## src/rtl/sync_fifo_pkg.sv

```systemverilog
// Shared types and elaboration helpers for the sync_fifo_ext family.
package sync_fifo_pkg;

    typedef enum logic [0:0] {
        FIFO_STD  = 1'b0,
        FIFO_FWFT = 1'b1
    } fifo_mode_e;

    // True when v is a positive power of two.
    function automatic bit is_pow2(input int v);
        return (v > 0) && ((v & (v - 1)) == 0);
    endfunction

endpackage

```

## src/rtl/sync_fifo_mem.sv

```systemverilog
// Storage array for sync_fifo_ext: one synchronous write port, one asynchronous read port.
module sync_fifo_mem #(
    parameter int unsigned WIDTH = 8,
    parameter int unsigned DEPTH = 16,
    localparam int unsigned AW   = $clog2(DEPTH)
) (
    input  logic             clk,
    input  logic             we_i,
    input  logic [AW-1:0]    waddr_i,
    input  logic [WIDTH-1:0] wdata_i,
    input  logic [AW-1:0]    raddr_i,
    output logic [WIDTH-1:0] rdata_o
);

    logic [WIDTH-1:0] mem_q [DEPTH];

    // Write port; contents are deliberately not reset.
    always_ff @(posedge clk) begin
        if (we_i) begin
            mem_q[waddr_i] <= wdata_i;
        end
    end

    assign rdata_o = mem_q[raddr_i];

endmodule

```

## src/rtl/sync_fifo_ext.sv

```systemverilog
// Parametrised single-clock FIFO with STD/FWFT read modes, threshold flags and sticky error flags.
module sync_fifo_ext
    import sync_fifo_pkg::*;
#(
    parameter int unsigned WIDTH    = 8,
    parameter int unsigned DEPTH    = 16,
    parameter int unsigned AF_LEVEL = DEPTH - 2,
    parameter int unsigned AE_LEVEL = 2,
    parameter fifo_mode_e  MODE     = FIFO_STD
) (
    input  logic                     clk,
    input  logic                     reset,
    input  logic                     w_en,
    input  logic [WIDTH-1:0]         din,
    input  logic                     r_en,
    input  logic                     err_clr,
    output logic [WIDTH-1:0]         dout,
    output logic                     full,
    output logic                     empty,
    output logic                     almost_full,
    output logic                     almost_empty,
    output logic [$clog2(DEPTH):0]   count,
    output logic                     overflow,
    output logic                     underflow
);

    localparam int unsigned AW = $clog2(DEPTH);
    localparam int unsigned CW = AW + 1;

    // Reject illegal geometry / thresholds at elaboration.
    initial begin : elab_checks
        assert (is_pow2(int'(DEPTH)) && (DEPTH >= 2))
            else $fatal(1, "sync_fifo_ext: DEPTH must be a power of two and >= 2");
        assert ((AE_LEVEL >= 1) && (AE_LEVEL < AF_LEVEL) && (AF_LEVEL <= DEPTH))
            else $fatal(1, "sync_fifo_ext: need 1 <= AE_LEVEL < AF_LEVEL <= DEPTH");
    end

    logic [AW-1:0]    w_ptr_q, w_ptr_d;
    logic [AW-1:0]    r_ptr_q, r_ptr_d;
    logic [CW-1:0]    count_q, count_d;
    logic             full_q, full_d;
    logic             empty_q, empty_d;
    logic             afull_q, afull_d;
    logic             aempty_q, aempty_d;
    logic             ovf_q, ovf_d;
    logic             unf_q, unf_d;
    logic             wr_acc;
    logic             rd_acc;
    logic             mem_we;
    logic [WIDTH-1:0] rdata;

    // Handshake acceptance and next-state for pointers, occupancy and flags.
    always_comb begin
        wr_acc   = 1'b0;
        rd_acc   = 1'b0;
        w_ptr_d  = w_ptr_q;
        r_ptr_d  = r_ptr_q;
        count_d  = count_q;
        ovf_d    = ovf_q;
        unf_d    = unf_q;

        // Acceptance looks only at registered full/empty, never at same-cycle traffic.
        wr_acc = w_en && !full_q;
        rd_acc = r_en && !empty_q;

        if (wr_acc) begin
            w_ptr_d = w_ptr_q + AW'(1);
        end
        if (rd_acc) begin
            r_ptr_d = r_ptr_q + AW'(1);
        end

        unique case ({wr_acc, rd_acc})
            2'b10:   count_d = count_q + CW'(1);
            2'b01:   count_d = count_q - CW'(1);
            default: count_d = count_q;
        endcase

        // A new rejection takes priority over a clear in the same cycle.
        if (w_en && full_q) begin
            ovf_d = 1'b1;
        end else if (err_clr) begin
            ovf_d = 1'b0;
        end
        if (r_en && empty_q) begin
            unf_d = 1'b1;
        end else if (err_clr) begin
            unf_d = 1'b0;
        end

        full_d   = (count_d == CW'(DEPTH));
        empty_d  = (count_d == CW'(0));
        afull_d  = (count_d >= CW'(AF_LEVEL));
        aempty_d = (count_d <= CW'(AE_LEVEL));
    end

    // State registers; flags are registered copies derived from the next count.
    always_ff @(posedge clk) begin
        if (reset) begin
            w_ptr_q  <= '0;
            r_ptr_q  <= '0;
            count_q  <= '0;
            full_q   <= 1'b0;
            empty_q  <= 1'b1;
            afull_q  <= 1'b0;
            aempty_q <= 1'b1;
            ovf_q    <= 1'b0;
            unf_q    <= 1'b0;
        end else begin
            w_ptr_q  <= w_ptr_d;
            r_ptr_q  <= r_ptr_d;
            count_q  <= count_d;
            full_q   <= full_d;
            empty_q  <= empty_d;
            afull_q  <= afull_d;
            aempty_q <= aempty_d;
            ovf_q    <= ovf_d;
            unf_q    <= unf_d;
        end
    end

    // Reset must not disturb storage through a write accepted in the same cycle.
    assign mem_we = wr_acc && !reset;

    sync_fifo_mem #(
        .WIDTH (WIDTH),
        .DEPTH (DEPTH)
    ) u_mem (
        .clk     (clk),
        .we_i    (mem_we),
        .waddr_i (w_ptr_q),
        .wdata_i (din),
        .raddr_i (r_ptr_q),
        .rdata_o (rdata)
    );

    if (MODE == FIFO_STD) begin : g_std
        logic [WIDTH-1:0] dout_q;

        // Output register loads the head word on an accepted read, holds otherwise.
        always_ff @(posedge clk) begin
            if (reset) begin
                dout_q <= '0;
            end else if (rd_acc) begin
                dout_q <= rdata;
            end
        end

        assign dout = dout_q;
    end else begin : g_fwft
        assign dout = rdata;
    end

    assign full         = full_q;
    assign empty        = empty_q;
    assign almost_full  = afull_q;
    assign almost_empty = aempty_q;
    assign count        = count_q;
    assign overflow     = ovf_q;
    assign underflow    = unf_q;

endmodule

```

## config.mk

```make
export PLATFORM = sky130hd
export DESIGN_NAME = sync_fifo_ext
export DESIGN_NICKNAME = d
export VERILOG_FILES = /design/src/rtl/sync_fifo_pkg.sv /design/src/rtl/sync_fifo_mem.sv /design/src/rtl/sync_fifo_ext.sv
export SDC_FILE = /design/constraint.sdc
export NUM_CORES = 1
export LEC_CHECK = 0
export CAP_MARGIN = 20
export CELL_PAD_IN_SITES_DETAIL_PLACEMENT = 1
export CELL_PAD_IN_SITES_GLOBAL_PLACEMENT = 2
export CORE_AREA = 2 2 128 130
export DETAILED_ROUTE_END_ITERATION = 6
export DIE_AREA = 0 0 130 132
export GPL_TIMING_DRIVEN = 0
export MAX_ROUTING_LAYER = met4
export PLACE_DENSITY = 0.73
export SYNTH_ARGS = -nofsm -noshare
export SYNTH_HDL_FRONTEND = slang
export SYNTH_SLANG_ARGS = --single-unit
```

## constraint.sdc

```tcl
create_clock -name clk -period 2.3 [get_ports clk]
set_input_delay 0.345 -clock clk [delete_from_list [all_inputs] [get_ports clk]]
set_output_delay 0.345 -clock clk [all_outputs]
set_load 0.03 [all_outputs]
```

* Yosys cells after proc, flatten, opt, wreduce, memory -nomap -nowiden *
Memories as Yosys holds them, arrays and structs flattened. A register that Yosys moved wholly into a read port is not among the register bits.
Index checks and enable logic that the tools add are counted.
W data, S select, Z words.

word-level totals
  input bits = 13
  register bits after elaboration = 19
  output and inout bits = 19
  memories = 1
  logic and storage cells = 36
  memory bits (writable) = 128

operators by class
  eq/ne operators = 3
  muxes and demuxes = 6
  add/subtract/negate cells = 4
  reduce and logical (&&, ||, !) cells = 11
  order comparisons = 2

memories
  memory       depth  bits a word  read ports  clocked after memory_dff  write ports  line                 source
  u_mem.mem_q  16     8            1           1                         1            sync_fifo_mem.sv:15  logic [WIDTH-1:0] mem_q [DEPTH];

operators with widths
  operator               number
  $pmux W5 S2            1
  $add A4 B1 Y4 const B  2
  $add A5 B1 Y5 const B  1
  $eq A5 B5 Y1 const B   1
  $ge A5 B4 Y1 const B   1
  $le A5 B2 Y1 const B   1
  $logic_and A1 B1 Y1    5
  $logic_not A5 Y1       1
  $mux W1                5
  $sub A5 B1 Y5 const B  1
  $reduce_bool A2 Y1     2
  $logic_not A1 Y1       3
  $eq A2 B1 Y1 const B   1
  $eq A2 B2 Y1 const B   1

* Logic depth before layout (Yosys ltp) *
Gate-level depths: netlist of the first run.

  depth after elaboration = 5
  gate-level depth with buffers = 12
  mapped depth without buffers = 11

* Hierarchy *
Synthesis of the first run repeated with hierarchy kept, for this count alone.

unflattened totals
  cell total of the unflattened synthesis = 390
  area total of the unflattened synthesis = 6,351.1 sq um

modules (own cells, without submodules)
  module         instances  cells each  area an instance (sq um)
  sync_fifo_mem  1          221         4,987.3
  sync_fifo_ext  1          169         1,363.8

* Least setup slack after synthesis of the first run *
OpenSTA, ideal clock, no wires.

  path type = register -> register
  from = register empty_q, in the netlist empty
  to = register aempty_q, in the netlist almost_empty
  library setup time = 140 ps
  stages on the path, launching flop included = 12
  buffers on the path = 2
  required time = 2,160 ps
  arrival time = 2,495 ps
  path slack = -335 ps
  cell sequence = dfxtp_1 > nand2b_1 > inv_2 > buf_1 > ha_1 > inv_1 > nor4_1 > or4_1 > buf_2 > nor4_2 > a311oi_1 > a211oi_2

between the ends
  word-level cells in the longest chain between the ends = 5
  elaborated cells on any way between the ends = 6
  those cells by class = order compare (1); eq/ne (2); mux (1); reduce/logical (2)

ends and longest elaborated chain
  what                                                 line                  source
  start, declared                                      sync_fifo_ext.sv:42   logic empty_q, empty_d;
  start signal, assigned                               sync_fifo_ext.sv:114  empty_q <= empty_d;
  $logic_not A1 Y1 (*)                                 sync_fifo_ext.sv:64   rd_acc = r_en && !empty_q;
  $logic_and A1 B1 Y1 (*)                              sync_fifo_ext.sv:64
  $eq A2 B1 Y1 / $eq A2 B2 Y1 (equally long branches)  sync_fifo_ext.sv:73   unique case ({wr_acc, rd_acc})
  $pmux W5 S2 (*)                                      sync_fifo_ext.sv:73
  $le A5 B2 Y1 (*)                                     sync_fifo_ext.sv:94   aempty_d = (count_d <= CW'(AE_LEVEL));
  end signal, assigned                                 sync_fifo_ext.sv:116  aempty_q <= aempty_d;
  end, declared                                        sync_fifo_ext.sv:44   logic aempty_q, aempty_d;

Every way passes the cells marked *; elsewhere a longest branch is shown, timed or not.
A chain may end at the register's enable or synchronous reset.

* Final worst setup path of the first run *
  from = register full_q, in the netlist full
  to = register afull_q, in the netlist almost_full

between the ends
  word-level cells in the longest chain between the ends = 5
  elaborated cells on any way between the ends = 6
  those cells by class = order compare (1); eq/ne (2); mux (1); reduce/logical (2)

ends and longest elaborated chain
  what                                                 line                  source
  start, declared                                      sync_fifo_ext.sv:41   logic full_q, full_d;
  start signal, assigned                               sync_fifo_ext.sv:113  full_q <= full_d;
  $logic_not A1 Y1 (*)                                 sync_fifo_ext.sv:63   wr_acc = w_en && !full_q;
  $logic_and A1 B1 Y1 (*)                              sync_fifo_ext.sv:63
  $eq A2 B1 Y1 / $eq A2 B2 Y1 (equally long branches)  sync_fifo_ext.sv:73
  $pmux W5 S2 (*)                                      sync_fifo_ext.sv:73
  $ge A5 B4 Y1 (*)                                     sync_fifo_ext.sv:93   afull_d = (count_d >= CW'(AF_LEVEL));
  end signal, assigned                                 sync_fifo_ext.sv:115  afull_q <= afull_d;
  end, declared                                        sync_fifo_ext.sv:43   logic afull_q, afull_d;

Marks and branches as above.

==> flow_metrics.py, run 1 <==
metrics = {
    "run_status": {
        "status": "complete, no violations",
    },
    "setup_path": {
        "cp.required_ns": 2.59,
        "crit_path_end_kind": "flip-flop",
        "cp-startpoint": "full",
        "critPathKind": "flip-flop to flip-flop",
        "rr_worst_depth": 12,
        "crit_chain": "nor2b_4 -> buf_6 -> clkinv_8 -> nand2_8 -> xnor2_2 -> ha_2 -> and4b_1 -> o22ai_1 -> a31oi_2 -> mux2_4 -> a41oi_2 -> o31ai_1",
        "critPathMaxStageDelay_ns": 0.36,
        "worst_path_max_delay_cell": "mux2_4",
        "crit_path_start_kind": "flip-flop",
        "crit_end": "almost_full",
        "rrSetupSlack_ns": 0.06,
        "critPathArrivalTime_ns": 2.54,
        "critPathMaxFanout": 6,
        "reg2reg_from": "full",
        "rr_endpoint": "almost_full",
    },
    "synth": {
        "yosys_warnings": 0,
        "synth_area_um2": 6230,
        "synth-edff-count": 128,
        "async_flop_share_pct": 0,
        "ys_seq_area_share_pct": 70.4,
        "syn-num-nets": 386,
        "netlist.area_leader.share_pct": 61.7,
        "syn_area_per_cell_um2": 17.0,
        "synth_top_area_cell": "edfxtp_1",
        "ys.flop_type": "edfxtp_1",
        "synthCells": 366,
        "synth-seq-cells": 155,
        "synthDistinctLibCells": 40,
        "ys_top_cells_by_area": "edfxtp_1 (62%), mux4_2 (14%), dfxtp_1 (8.7%)",
    },
    "sta": {
        "period_share_pct": 97.5,
        "worst_slew_pin_slew_ns": 0.798,
        "hold_violations": 0,
        "whs_ns": 0.334,
        "relSlewSlack_pct": 46.6,
        "clock_skew_ns": 0.00802,
        "clock.fmax_ghz": 0.446,
        "slew_viol_final": 0,
        "period_needed_ns": 2.24,
        "setup_violations": 0,
        "rsz0062_at_grt": "yes",
    },
    "placed_design": {
        "placed_cell_area_um2": 6870,
        "gp_congestion": 0.781,
        "hpwlAfterDp_um": 9610,
        "port_buffers": 30,
    },
    "route": {
        "vias": 3418,
        "ant_nets": 0,
        "drt_pass1_iterations": 4,
        "wl_um": 14500,
        "drt-wirelength-per-cell_um": 22.0,
        "drcViolationCount": 0,
        "viasPerCell": 5.18,
        "drt_iter0_drc": 259,
    },
    "floorplanning": {
        "start_util_pct": 39.7,
        "die_area_um2": 17200,
        "die_y_um": 132,
        "die_w_um": 130,
        "core_area_um2": 15700,
        "rows": 46,
        "io_pins": 32,
    },
    "clock_tree": {
        "cts_num_sinks": 155,
        "cts_inserted_buffers": 17,
        "cts_tree": "built",
        "root_buffer": "clkbuf_16",
        "cts_hold_buf": 0,
        "htreeDepth": 4,
        "clk_latency_ns": 0.43,
        "clk_pin_slew_worst_paths_ns": 0.06,
        "cts_buffer_depth": 2,
    },
    "finish": {
        "nets": 451,
        "final_cell_mix": "edfxtp_1 (128), mux4_2 (40), nand2_1 (30), clkdlybuf4s50_1 (28)",
        "num_antenna_cells": 0,
        "mostFrequentLayoutCell": "edfxtp_1",
        "final_util_pct": 49.3,
        "layout-drive-gt1-share_pct": 30.9,
        "synthToLayoutAreaGrowth_pct": 24.2,
        "fin_area_um2": 7740,
    },
    "worst_hold_path": {
        "min_path_type": "input pin to flip-flop",
    },
    "grt": {
        "grt_max_degree": 17,
        "overflow": 0,
        "grt.total_usage_pct": 18.8,
        "grt_pass1_wl_um": 22300,
        "grt_pass1_vias": 3649,
        "antenna_found_initial": 0,
    },
    "power_and_ir_drop": {
        "peakVddDrop_mv": 0.519,
        "power_density_nw_per_um2": 999,
        "leakagePower_uw": 0.00248,
    },
    "flow_run": {
        "maxCapViolations": 0,
    },
}
-- worst max-delay path, delay by kind of cell (launching register included) --
family	cells	cell delay (ns)
AO/OA/AOI/OAI	4	0.52
flip-flops	1	0.34
AND/OR/NAND/NOR	3	0.35
multiplexers	1	0.36
buffers and inverters	2	0.20
XOR/XNOR	1	0.10
adder cells (fa/ha/maj)	1	0.23
-- flip-flops by register name, summed over array words and instances, names as in the netlist --
name and cells:
u_mem.mem_q 128, underflow 1, count 5, almost_empty 1, empty 1, w_ptr_q 4
dout 8, r_ptr_q 4, full 1, overflow 1, almost_full 1
-- Yosys cell counts, drive strengths merged (2+ instances only) --
master	n
a21oi	17
a22oi	2
buf	10
clkbuf	13
dfxtp	27
edfxtp	128
ha	7
inv	6
mux4	40
nand2	32
nand2b	5
nand4	3
nor2	31
nor2b	4
nor3	6
nor3b	2
nor4	4
o21ai	2
xnor2	6
xor2	5
-- through the flow --
step	total power, uW	setup TNS (ns)	worst slack, ns	cells
2_1_floorplan	4320	-0.000238	-0.000238	366
3_3_place_gp	4810	-72.83	-0.875	612
3_5_place_dp	4840	-64.95	-0.756	616
4_1_cts	7640	0	0.00388	655
5_1_grt	8040	-0.909	-0.0639	660
6_report	7730	0	0.0567	660
-- how the worst min path moves through the flow --
stage | from | end | cells past startpoint
after global placement | dout[7] | dout[7] | 2
final | w_en | overflow | 3
after global routing | w_en | overflow | 3
after detailed placement | dout[5] | dout[5] | 2
after CTS | w_en | overflow | 3
after floorplan | din[0] | u_mem.mem_q[0][0] | 0
-- metal layers --
layer | global-route usage [%] | routed length, um
met2 | 28.8 | 7290
met4 | 6.27 | 207
met3 | 3.77 | 682
met1 | 25.3 | 6330
met5 | - | 0
-- area by class of cell --
| class | instances | area (um2) |
|---|---|---|
| Tap cell | 216 | 270 |
| Inverter | 7 | 43.8 |
| Buffer | 23 | 148 |
| Clock buffer | 18 | 429 |
| Timing Repair Buffer | 46 | 422 |
| Fill cell | 1482 | 7970 |
| Clock inverter | 14 | 134 |
| Multi-Input combinational cell | 181 | 1910 |
| Sequential cell | 155 | 4390 |
-- where the power goes --
| part | switching [uW] | total (uW) | internal, uW |
|---|---|---|---|
| logic | 987 | 1800 | 817 |
| clock network | 1180 | 2690 | 1510 |
| registers | 77.5 | 3230 | 3160 |
-- what timing repair did --
| item | CTS | global route |
|---|---|---|
| endpoints found under the hold margin | 0 | 0 |
| resized for setup | 24 | 32 |
| setup buffers | 7 | 5 |
| endpoints found under the setup margin | 102 | 64 |
| pin swaps | 4 | 10 |
-- cells by family (layout without fill, tap and decap cells) --
kind of cell | count (synthesis) | count (layout) | share of synthesized area [%]
adder cells (fa/ha/maj) | 7 | 7 | 1.41
multiplexers | 42 | 42 | 14.8
AO/OA/AOI/OAI | 30 | 30 | 3.05
flip-flops | 155 | 155 | 70.4
buffers and inverters | 30 | 108 | 2.15
AND/OR/NAND/NOR | 91 | 91 | 6.69
XOR/XNOR | 11 | 11 | 1.55
Power figures use the tool's default switching activity.
==> inputs of run 2 (changes only) <==
--- a/config.mk
+++ b/config.mk
@@ -9,6 +9,7 @@
 export CELL_PAD_IN_SITES_DETAIL_PLACEMENT = 1
 export CELL_PAD_IN_SITES_GLOBAL_PLACEMENT = 2
 export CORE_AREA = 2 2 128 130
+export CTS_CLUSTER_SIZE = 25
 export DETAILED_ROUTE_END_ITERATION = 6
 export DIE_AREA = 0 0 130 132
 export GPL_TIMING_DRIVEN = 0
==> results of run 2 <==
No change in the layout: final DEF, timing and power equal those of run 1.
==> inputs of run 3 (changes only) <==
==> constraint.sdc (replaced) <==
create_clock -name clk -period 2.3 [get_ports clk]
set_input_delay 0.345 -clock clk [delete_from_list [all_inputs] [get_ports clk]]
set_output_delay 0.345 -clock clk [all_outputs]
set_load 0.05 [all_outputs]
==> flow_metrics.py, run 3 (synthesis results as in run 1) <==
metrics = {
    "flow_run": {
        "maxCapViolations": 0,
    },
    "worst_hold_path": {
        "min_path_type": "input pin to flip-flop",
        "min_from": "w_en",
        "hold_depth": 3,
    },
    "setup_path": {
        "critPathMaxFanout": 7,
        "crit_cells": 11,
        "worst_path_max_delay_cell": "or4_4",
        "critPathMaxStageDelay_ns": 0.49,
        "critPathKind": "flip-flop to flip-flop",
        "critical_path.top_delay_family": "simple AND/OR/NAND/NOR gates",
        "path_buf_inv": 4,
        "rr_endpoint": "almost_empty",
        "rrSetupSlack_ns": -0.01,
        "crit_path_end_kind": "flip-flop",
        "crit_path_start_kind": "flip-flop",
        "crit_chain": "nand2b_4 -> inv_8 -> buf_8 -> ha_4 -> a221oi_4 -> or4_4 -> buf_6 -> nor4_4 -> a311oi_2 -> buf_4 -> a211oi_2",
        "cp-startpoint": "empty",
        "cp.required_ns": 2.65,
        "reg2reg_from": "empty",
        "rr_worst_depth": 11,
        "critPathArrivalTime_ns": 2.67,
        "crit_end": "almost_empty",
    },
    "power_and_ir_drop": {
        "switching_share_pct": 28.8,
        "power.clock.fraction_pct": 36.5,
        "switchingPower_uw": 2370,
        "peakVddDrop_mv": 0.652,
        "intPower_uw": 5870,
        "pwr-share-seq_pct": 39.3,
        "p_comb_share_pct": 24.2,
        "finalPower_uw": 8250,
        "power_density_nw_per_um2": 1040,
        "leakagePower_uw": 0.00257,
    },
    "floorplanning": {
        "rows": 46,
        "die_area_um2": 17200,
        "core_area_um2": 15700,
        "io_pins": 32,
        "die_w_um": 130,
        "start_util_pct": 39.7,
        "die_y_um": 132,
    },
    "clock_tree": {
        "clk_pin_slew_worst_paths_ns": 0.07,
        "cts_num_sinks": 155,
        "cts_tree": "built",
        "root_buffer": "clkbuf_16",
        "cts_hold_buf": 0,
        "cts_buffer_depth": 2,
        "cts_inserted_buffers": 17,
        "clk_latency_ns": 0.42,
        "htreeDepth": 4,
    },
    "route": {
        "drt-wirelength-per-cell_um": 21.7,
        "wl_um": 14600,
        "ant_nets": 0,
        "viasPerCell": 5.17,
        "drcViolationCount": 0,
        "vias": 3463,
        "drt_pass1_iterations": 4,
        "drt_iter0_drc": 329,
    },
    "finish": {
        "mostFrequentLayoutCell": "edfxtp_1",
        "multi_input_area_um2": 1930,
        "largest_register_ffs": 128,
        "max_flop_register": "u_mem.mem_q",
        "fill_cells": 1482,
        "final_cell_mix": "edfxtp_1 (128), mux4_2 (40), nand2_1 (31), clkdlybuf4s50_1 (28), buf_4 (26)",
        "nets": 461,
        "register_area_um2": 4390,
        "layout-drive-gt1-share_pct": 34.1,
        "num_antenna_cells": 0,
        "synthToLayoutAreaGrowth_pct": 27.2,
        "fin_area_um2": 7920,
    },
    "placed_design": {
        "hpwlAfterDp_um": 9410,
        "placed_cell_area_um2": 6870,
        "port_buffers": 30,
        "gp_congestion": 0.825,
    },
    "grt": {
        "grt.total_usage_pct": 18.6,
        "grt_pass1_vias": 3548,
        "grt_pass1_wl_um": 22100,
        "antenna_found_initial": 0,
        "grt_max_degree": 17,
        "overflow": 0,
    },
    "sta": {
        "period_share_pct": 101,
        "slew_viol_final": 0,
        "rsz0062_at_grt": "yes",
        "clock_skew_ns": 0.00553,
        "relSlewSlack_pct": 46.7,
        "tns_ns": -0.0131,
        "period_needed_ns": 2.31,
        "hold_violations": 0,
        "worst_slew_pin_slew_ns": 0.799,
        "whs_ns": 0.337,
        "clock.fmax_ghz": 0.432,
        "setup_violations": 1,
        "finalWorstSetupSlack_ns": -0.0131,
    },
    "run_status": {
        "violations": "setup timing",
        "status": "finished, violations left",
    },
}
## run 3: cell types whose count changed in the layout (fill, tap and decap cells not counted), sizes merged
cell | previous run | this run
bufinv | 1 | 4
clkbuf | 32 | 31
buf | 25 | 35
clkinvlp | 3 | 1
## run 3: worst reg2reg max path, delay by kind of cell (launching register included)
kind / cells / cell delay [ns]
buf+inv: 4 / 0.54
compound gates: 3 / 0.28
fa+ha+maj: 1 / 0.17
flops: 1 / 0.35
simple gates: 3 / 0.90
## run 3: area by class of cell
class                      instances  share of cell area (%)
multi-input combinational        181                    24.4
clock inverter                    15                    2.65
timing repair buffer              56                    6.22
inverter                           7                   0.584
sequential                       155                    55.4
clock buffer                      17                    5.37
buffer                            23                    1.91
tap                              216                    3.41
## run 3: power groups by stage
stage | combinational [uW] | sequential, uW | clock [uW]
finish | 1990 | 3240 | 3010
global route | 2150 | 3250 | 3170
CTS | 1760 | 3240 | 3060
detailed placement | 1660 | 3300 | 0
global placement | 1640 | 3290 | 0
floorplan | 898 | 3550 | 0
## run 3: metrics by stage
| step | instances | utilization [%] | setup slack, ns |
|---|---|---|---|
| floorplan | 366 | - | -0.00835 |
| global placement | 612 | 43.5 | -0.939 |
| detailed placement | 616 | 43.7 | -0.952 |
| CTS | 652 | 48.6 | -0.0144 |
| global route | 670 | 50.4 | -0.114 |
| finish | 670 | 50.4 | -0.0131 |
## run 3: how the worst min path moves through the flow
| stage | to | slack (ns) |
|---|---|---|
| final | overflow | 0.34 |
| after global routing | overflow | 0.37 |
| after CTS | overflow | 0.33 |
| after detailed placement | dout[5] | 0.45 |
| after global placement | dout[2] | 0.45 |
| after floorplan | u_mem.mem_q[0][0] | 0.44 |
## run 3: repair_timing
action	CTS	global route
gates resized for setup	28	36
setup endpoints to repair	139	80
buffers inserted	5	18
pin swaps	4	8
## run 3: layer usage
metal	global-route usage, %	vias up	share of wire [%]
li1	-	1568	-
met2	27.7	92	50
met5	-	-	0
met3	4.75	19	5.8
met1	25.3	1784	43
met4	5.62	0	1.4
